File: config.mk
export PLATFORM = sky130hd
export DESIGN_NAME = blink_rate_ctrl
export DESIGN_NICKNAME = d
export VERILOG_FILES = /design/src/rtl/blink_rate_ctrl.sv
export SDC_FILE = /design/constraint.sdc
export NUM_CORES = 1
export LEC_CHECK = 0
export ABC_AREA = 0
export CAP_MARGIN = 20
export CORE_UTILIZATION = 40
export DETAILED_ROUTE_END_ITERATION = 6
export HOLD_SLACK_MARGIN = 0.12
export SETUP_SLACK_MARGIN = 0.1
export SYNTH_ARGS = -nofsm -noshare
export SYNTH_HDL_FRONTEND = slang
export SYNTH_SLANG_ARGS = --single-unit
File: constraint.sdc
create_clock -name iClk -period 6.1 [get_ports iClk]
set_input_delay 0.915 -clock iClk [delete_from_list [all_inputs] [get_ports iClk]]
set_output_delay 0.915 -clock iClk [all_outputs]
set_load 0.02 [all_outputs]
File: src/rtl/blink_rate_ctrl.sv
// Rate controller for the LED blink divider: decodes UART/button rate requests and
// applies them on a falling edge of the divider output. Optional sweep: BLINK_AUTO_SWEEP_EN.
module blink_rate_ctrl #(
    parameter int unsigned CLOCKFREQ = 100_000_000,
    parameter int unsigned SWEEP_SEC = 5
) (
    input  logic       iClk,
    input  logic       iRSt_n,
    input  logic [7:0] iRxData,
    input  logic       iRxValid,
    input  logic       iBtnNext,
    input  logic       iDivClk,
    output logic [1:0] oRate_control,
    output logic       oBusy,
    output logic       oCmdErr
);

    typedef enum logic {
        ST_IDLE      = 1'b0,
        ST_WAIT_EDGE = 1'b1
    } state_t;

    localparam logic [7:0]  BYTE_RATE0 = 8'h30;
    localparam logic [7:0]  BYTE_RATE1 = 8'h31;
    localparam logic [7:0]  BYTE_RATE2 = 8'h32;
    localparam logic [7:0]  BYTE_NEXT  = 8'h6E;
    localparam logic [7:0]  BYTE_SWEEP = 8'h61;
    localparam logic [63:0] SWEEP_CYCLES = 64'(CLOCKFREQ) * 64'(SWEEP_SEC);

    // The sweep counter is 32 bits wide, so the interval must fit in it.
    if (SWEEP_CYCLES == 64'd0 || SWEEP_CYCLES > 64'h1_0000_0000) begin : g_bad_cfg
        $error("blink_rate_ctrl: CLOCKFREQ*SWEEP_SEC must be in 1..2^32");
    end

    function automatic logic [1:0] next_rate(input logic [1:0] rate);
        case (rate)
            2'b00:   next_rate = 2'b01;
            2'b01:   next_rate = 2'b10;
            default: next_rate = 2'b00;
        endcase
    endfunction

    state_t     r_state;
    logic [1:0] r_rate;
    logic [1:0] r_target;
    logic       r_hold_vld;
    logic [1:0] r_hold_tgt;
    logic       r_btn_q;
    logic       r_s1;
    logic       r_s2;
    logic       r_s3;
    logic       r_cmd_err;

    state_t     w_state_nxt;
    logic [1:0] w_rate_nxt;
    logic [1:0] w_target_nxt;
    logic       w_hold_vld_nxt;
    logic [1:0] w_hold_tgt_nxt;

    logic       w_is_digit;
    logic       w_is_next;
    logic       w_is_sweep;
    logic       w_bad_byte;
    logic       w_btn_rise;
    logic       w_fall;
    logic       w_sweep_tick;
    logic [1:0] w_pending;
    logic       w_req;
    logic [1:0] w_req_tgt;
    logic       w_idle_vld;
    logic [1:0] w_idle_tgt;

    assign w_is_digit = iRxValid && (iRxData == BYTE_RATE0 || iRxData == BYTE_RATE1 ||
                                     iRxData == BYTE_RATE2);
    assign w_is_next  = iRxValid && (iRxData == BYTE_NEXT);
    assign w_bad_byte = iRxValid && !(w_is_digit || w_is_next || w_is_sweep);
    assign w_btn_rise = iBtnNext && !r_btn_q;
    assign w_fall     = r_s3 && !r_s2;

`ifdef BLINK_AUTO_SWEEP_EN
    localparam logic [31:0] SWEEP_LAST = 32'(SWEEP_CYCLES - 64'd1);

    logic        r_sweep_en;
    logic [31:0] r_sweep_cnt;

    assign w_is_sweep   = iRxValid && (iRxData == BYTE_SWEEP);
    assign w_sweep_tick = r_sweep_en && (r_sweep_cnt == SWEEP_LAST);

    // An explicit rate byte cancels the sweep; toggling always restarts the interval.
    always_ff @(posedge iClk or negedge iRSt_n) begin
        if (!iRSt_n) begin
            r_sweep_en  <= 1'b0;
            r_sweep_cnt <= '0;
        end else if (w_is_digit) begin
            r_sweep_en  <= 1'b0;
            r_sweep_cnt <= '0;
        end else if (w_is_sweep) begin
            r_sweep_en  <= !r_sweep_en;
            r_sweep_cnt <= '0;
        end else if (r_sweep_en) begin
            r_sweep_cnt <= w_sweep_tick ? '0 : r_sweep_cnt + 32'd1;
        end
    end
`else
    assign w_is_sweep   = 1'b0;
    assign w_sweep_tick = 1'b0;
`endif

    // "Next" steps from whatever target is still waiting to be applied.
    assign w_pending = (r_state == ST_WAIT_EDGE) ? r_target :
                       r_hold_vld                ? r_hold_tgt : r_rate;

    always_comb begin
        // NOTE: every combinational output gets a default first so no path infers a latch.
        w_req     = 1'b0;
        w_req_tgt = r_rate;
        if (w_is_digit) begin
            w_req     = 1'b1;
            w_req_tgt = iRxData[1:0];
        end else if (w_is_next || w_btn_rise || w_sweep_tick) begin
            w_req     = 1'b1;
            w_req_tgt = next_rate(w_pending);
        end
    end

    // A fresh request in IDLE supersedes anything parked in the hold register.
    assign w_idle_vld = w_req || r_hold_vld;
    assign w_idle_tgt = w_req ? w_req_tgt : r_hold_tgt;

    always_comb begin
        w_state_nxt    = r_state;
        w_rate_nxt     = r_rate;
        w_target_nxt   = r_target;
        w_hold_vld_nxt = 1'b0;
        w_hold_tgt_nxt = r_hold_tgt;
        case (r_state)
            ST_IDLE: begin
                if (w_idle_vld && (w_idle_tgt != r_rate)) begin
                    w_target_nxt = w_idle_tgt;
                    w_state_nxt  = ST_WAIT_EDGE;
                end
            end
            ST_WAIT_EDGE: begin
                if (w_fall) begin
                    w_rate_nxt  = r_target;
                    w_state_nxt = ST_IDLE;
                    if (w_req) begin
                        w_hold_vld_nxt = 1'b1;
                        w_hold_tgt_nxt = w_req_tgt;
                    end
                end else if (w_req) begin
                    w_target_nxt = w_req_tgt;
                    if (w_req_tgt == r_rate) begin
                        w_state_nxt = ST_IDLE;
                    end
                end
            end
            default: w_state_nxt = ST_IDLE;
        endcase
    end

    always_ff @(posedge iClk or negedge iRSt_n) begin
        if (!iRSt_n) begin
            r_state    <= ST_IDLE;
            r_rate     <= 2'b00;
            r_target   <= 2'b00;
            r_hold_vld <= 1'b0;
            r_hold_tgt <= 2'b00;
            r_btn_q    <= 1'b0;
            r_s1       <= 1'b0;
            r_s2       <= 1'b0;
            r_s3       <= 1'b0;
            r_cmd_err  <= 1'b0;
        end else begin
            // NOTE: non-blocking assignments so every flop samples pre-edge values.
            r_state    <= w_state_nxt;
            r_rate     <= w_rate_nxt;
            r_target   <= w_target_nxt;
            r_hold_vld <= w_hold_vld_nxt;
            r_hold_tgt <= w_hold_tgt_nxt;
            r_btn_q    <= iBtnNext;
            r_s1       <= iDivClk;
            r_s2       <= r_s1;
            r_s3       <= r_s2;
            r_cmd_err  <= w_bad_byte;
        end
    end

    assign oRate_control = r_rate;
    assign oBusy         = (r_state == ST_WAIT_EDGE);
    assign oCmdErr       = r_cmd_err;

endmodule

==> flow_metrics.tcl <==
set metrics [dict create \
    clkLatencyLatePin_ns 0.27 \
    drcViolationCount 0 \
    clock.fmax_ghz 0.311 \
    fp.dieW_um 48.1 \
    synth_top_family_by_area "simple AND/OR/NAND/NOR gates" \
    placed_area_sq_mm 0.00102 \
    hold_violations 0 \
    grt_pass1_vias 631 \
    worstSetupPathType "in2reg" \
    timing.slew.headroom 0.601 \
    async_flop_share 1.00 \
    route.vias.total 722 \
    outcome "completed" \
    core_area_sq_mm 0.00198 \
    hpwlAfterDp_um 1390 \
    power.density_mw_per_mm2 338 \
    first_pass_iters 4 \
    muxShareOfSynthArea 0.158 \
    synth-edff-count 0 \
    synth_warnings 0 \
    grt_overflow 0 \
    drv_cap 0 \
    row_count 16 \
    avgViaCountPerCell 5.60 \
    hold_class "reg2reg" \
    slew_viol_final 0 \
    endpoint_kind "register" \
    syn_nets 98 \
    nets 116 \
    grt_start_max_net_pins 14 \
    htreeDepth 1 \
    synthXorXnorAreaFrac 0.0206 \
    wl_per_cell_um 13.1 \
    cts.path.max_buffers 2 \
    critical_path.startpoint_type "input port" \
    syn_avg_cell_area_sq_um 9.98 \
    p_leak_uw 0.000418 \
    clock_skew_ns 0.00658 \
    routed_wl_um 1690 \
    synthCells 85 \
    port_buffers 16 \
    dieArea_sq_mm 0.00231 \
    peakVddDrop_mv 0.160 \
    initial_core_util 0.428 \
    grt_pass1_wl_um 2860 \
    crit_fanout 9 \
    synthDistinctLibCells 35 \
    synth_common_cells "dfrtp_1 (13), mux2_2 (9), nor2_1 (7), nand2_1 (5)" \
    yosys-top-cells-area "dfrtp_1 (38%), mux2_2 (12%), nor2_1 (3.1%), a211oi_1 (2.7%), mux2_1 (2.7%)" \
    tightest_slew_ns 0.595 \
    final_cell_area_sq_mm 0.00104 \
    antenna_found_initial 0 \
    cts_buffers 3 \
    die_h_um 48.1 \
    drtIter0Drc 17 \
    postCtsHoldBufs 0 \
    path_clk_slew_ns 0.07 \
    synth.most_common_cell "dfrtp_1" \
    synth_top_area_frac 0.383 \
    synthSimpleGateAreaFrac 0.240 \
    diodes 0 \
    drive_gt1_frac 0.137 \
    postCtsSetupBuffers 0 \
    postRouteAntennaNets 0 \
    final_util 0.527 \
    cts_resized 0 \
    fin_tns_setup_ns 0 \
    routabilityCongestion 0.860 \
    rsz0062_at_grt "false" \
    synth_largest_area_cell "dfrtp_1" \
    grtUsageTotal 0.179 \
    ys_ff_latch 13 \
    yosysSeqAreaShare 0.383 \
    synth_area_sq_um 848 \
    finalSetupViolations 0 \
    synth_flop_cell "dfrtp_1" \
    num_io_pins 17 \
    synth-compound-area-share 0.161 \
    cts.sinks 13 \
    worstPathRequired_ns 6.25 \
    period_needed_ns 3.22 \
    cts-root-buf "clkbuf_4" \
    arrival_ns 3.37 \
    synthAdderAreaFrac 0 \
    fin_crit_sh 0.528 \
    syn_to_final_growth_pct 23.2 \
    cts_tree "yes" \
]
## layout make-up
cell class                 instances  area, sq um
clock buffer                       4         26.3
fill                             183          937
inverter                           2         7.51
multi-input combinational         67          492
sequential                        13          325
tap                               27         33.8
timing repair buffer              16          160
## per-layer routing
layer | up-vias | routed length, um | share of wire | track usage
met1 | 338 | 820 | 0.48 | 0.277
met2 | 23 | 757 | 0.45 | 0.251
met3 | 4 | 101 | 0.060 | 0.0340
met5 | - | 0 | 0 | 0
met4 | 0 | 13 | 0.0077 | 0.0500
li1 | 357 | - | - | -
## path summary, 6_finish.rpt
kind                                                   start                   endpoint  slack (ns)  depth (start not counted)
worst max-delay path                                iBtnNext    r_target[0]$_DFFE_PN0P_        2.88                          8
worst min-delay path                          r_s1$_DFF_PN0_             r_s2$_DFF_PN0_        0.35                          0
worst max register to register  oRate_control[0]$_DFFE_PN0P_    r_target[0]$_DFFE_PN0P_        3.53                          7
worst min register to register                r_s1$_DFF_PN0_             r_s2$_DFF_PN0_        0.35                          0
max in group asynchronous                             iRSt_n    r_target[0]$_DFFE_PN0P_        4.74                          1
min in group asynchronous                             iRSt_n  r_hold_tgt[1]$_DFFE_PN0P_        1.00                          1
## sequential cells by signal, summed over array words and instances (netlist names)
| register | count |
|---|---|
| oBusy | 1 |
| oCmdErr | 1 |
| oRate_control | 2 |
| r_btn_q | 1 |
| r_hold_tgt | 2 |
| r_hold_vld | 1 |
| r_s1 | 1 |
| r_s2 | 1 |
| r_s3 | 1 |
| r_target | 2 |
## metrics by stage
stage	power, uW	worst slack [ns]	cells	hold slack [ns]
floorplan	259	3.31	85	0.331
global placement	304	2.60	125	0.332
CTS	356	2.88	129	0.357
finish	353	2.88	129	0.353
detailed placement	304	2.61	125	0.340
global route	380	2.74	129	0.376
## report_power, final
group	internal (uW)	switching, uW
logic	89.8	71.4
clock network	25.3	25.6
registers	108	33.1
total	223	130
## placed cells by master, fill, tap and decap left out, types with 3 or more instances in the layout
master / synthesis / routed
clkdlybuf4s50_1: 0 / 16
dfrtp_1: 13 / 13
mux2_2: 9 / 9
nor2_1: 7 / 7
nand2_1: 5 / 5
and2_1: 3 / 3
nand2b_1: 3 / 3
nand3_1: 3 / 3
a31oi_1: 3 / 3
a211oi_1: 3 / 3
clkbuf_4: 0 / 3
## worst max-delay path, stage by stage
cell	delay [ns]
clkdlybuf4s50_1	0.48
nand2b_1	0.19
or4_1	0.55
o311a_1	0.18
a31oi_1	0.27
mux2i_1	0.30
nand4_2	0.15
mux2_1	0.33
## kinds of logic after synthesis
kind of cell / Yosys count
mux: 12
compound gates: 19
xor+xnor: 2
flops: 13
simple gates: 34
buf+inv: 5
Power figures use the tool's default switching activity.
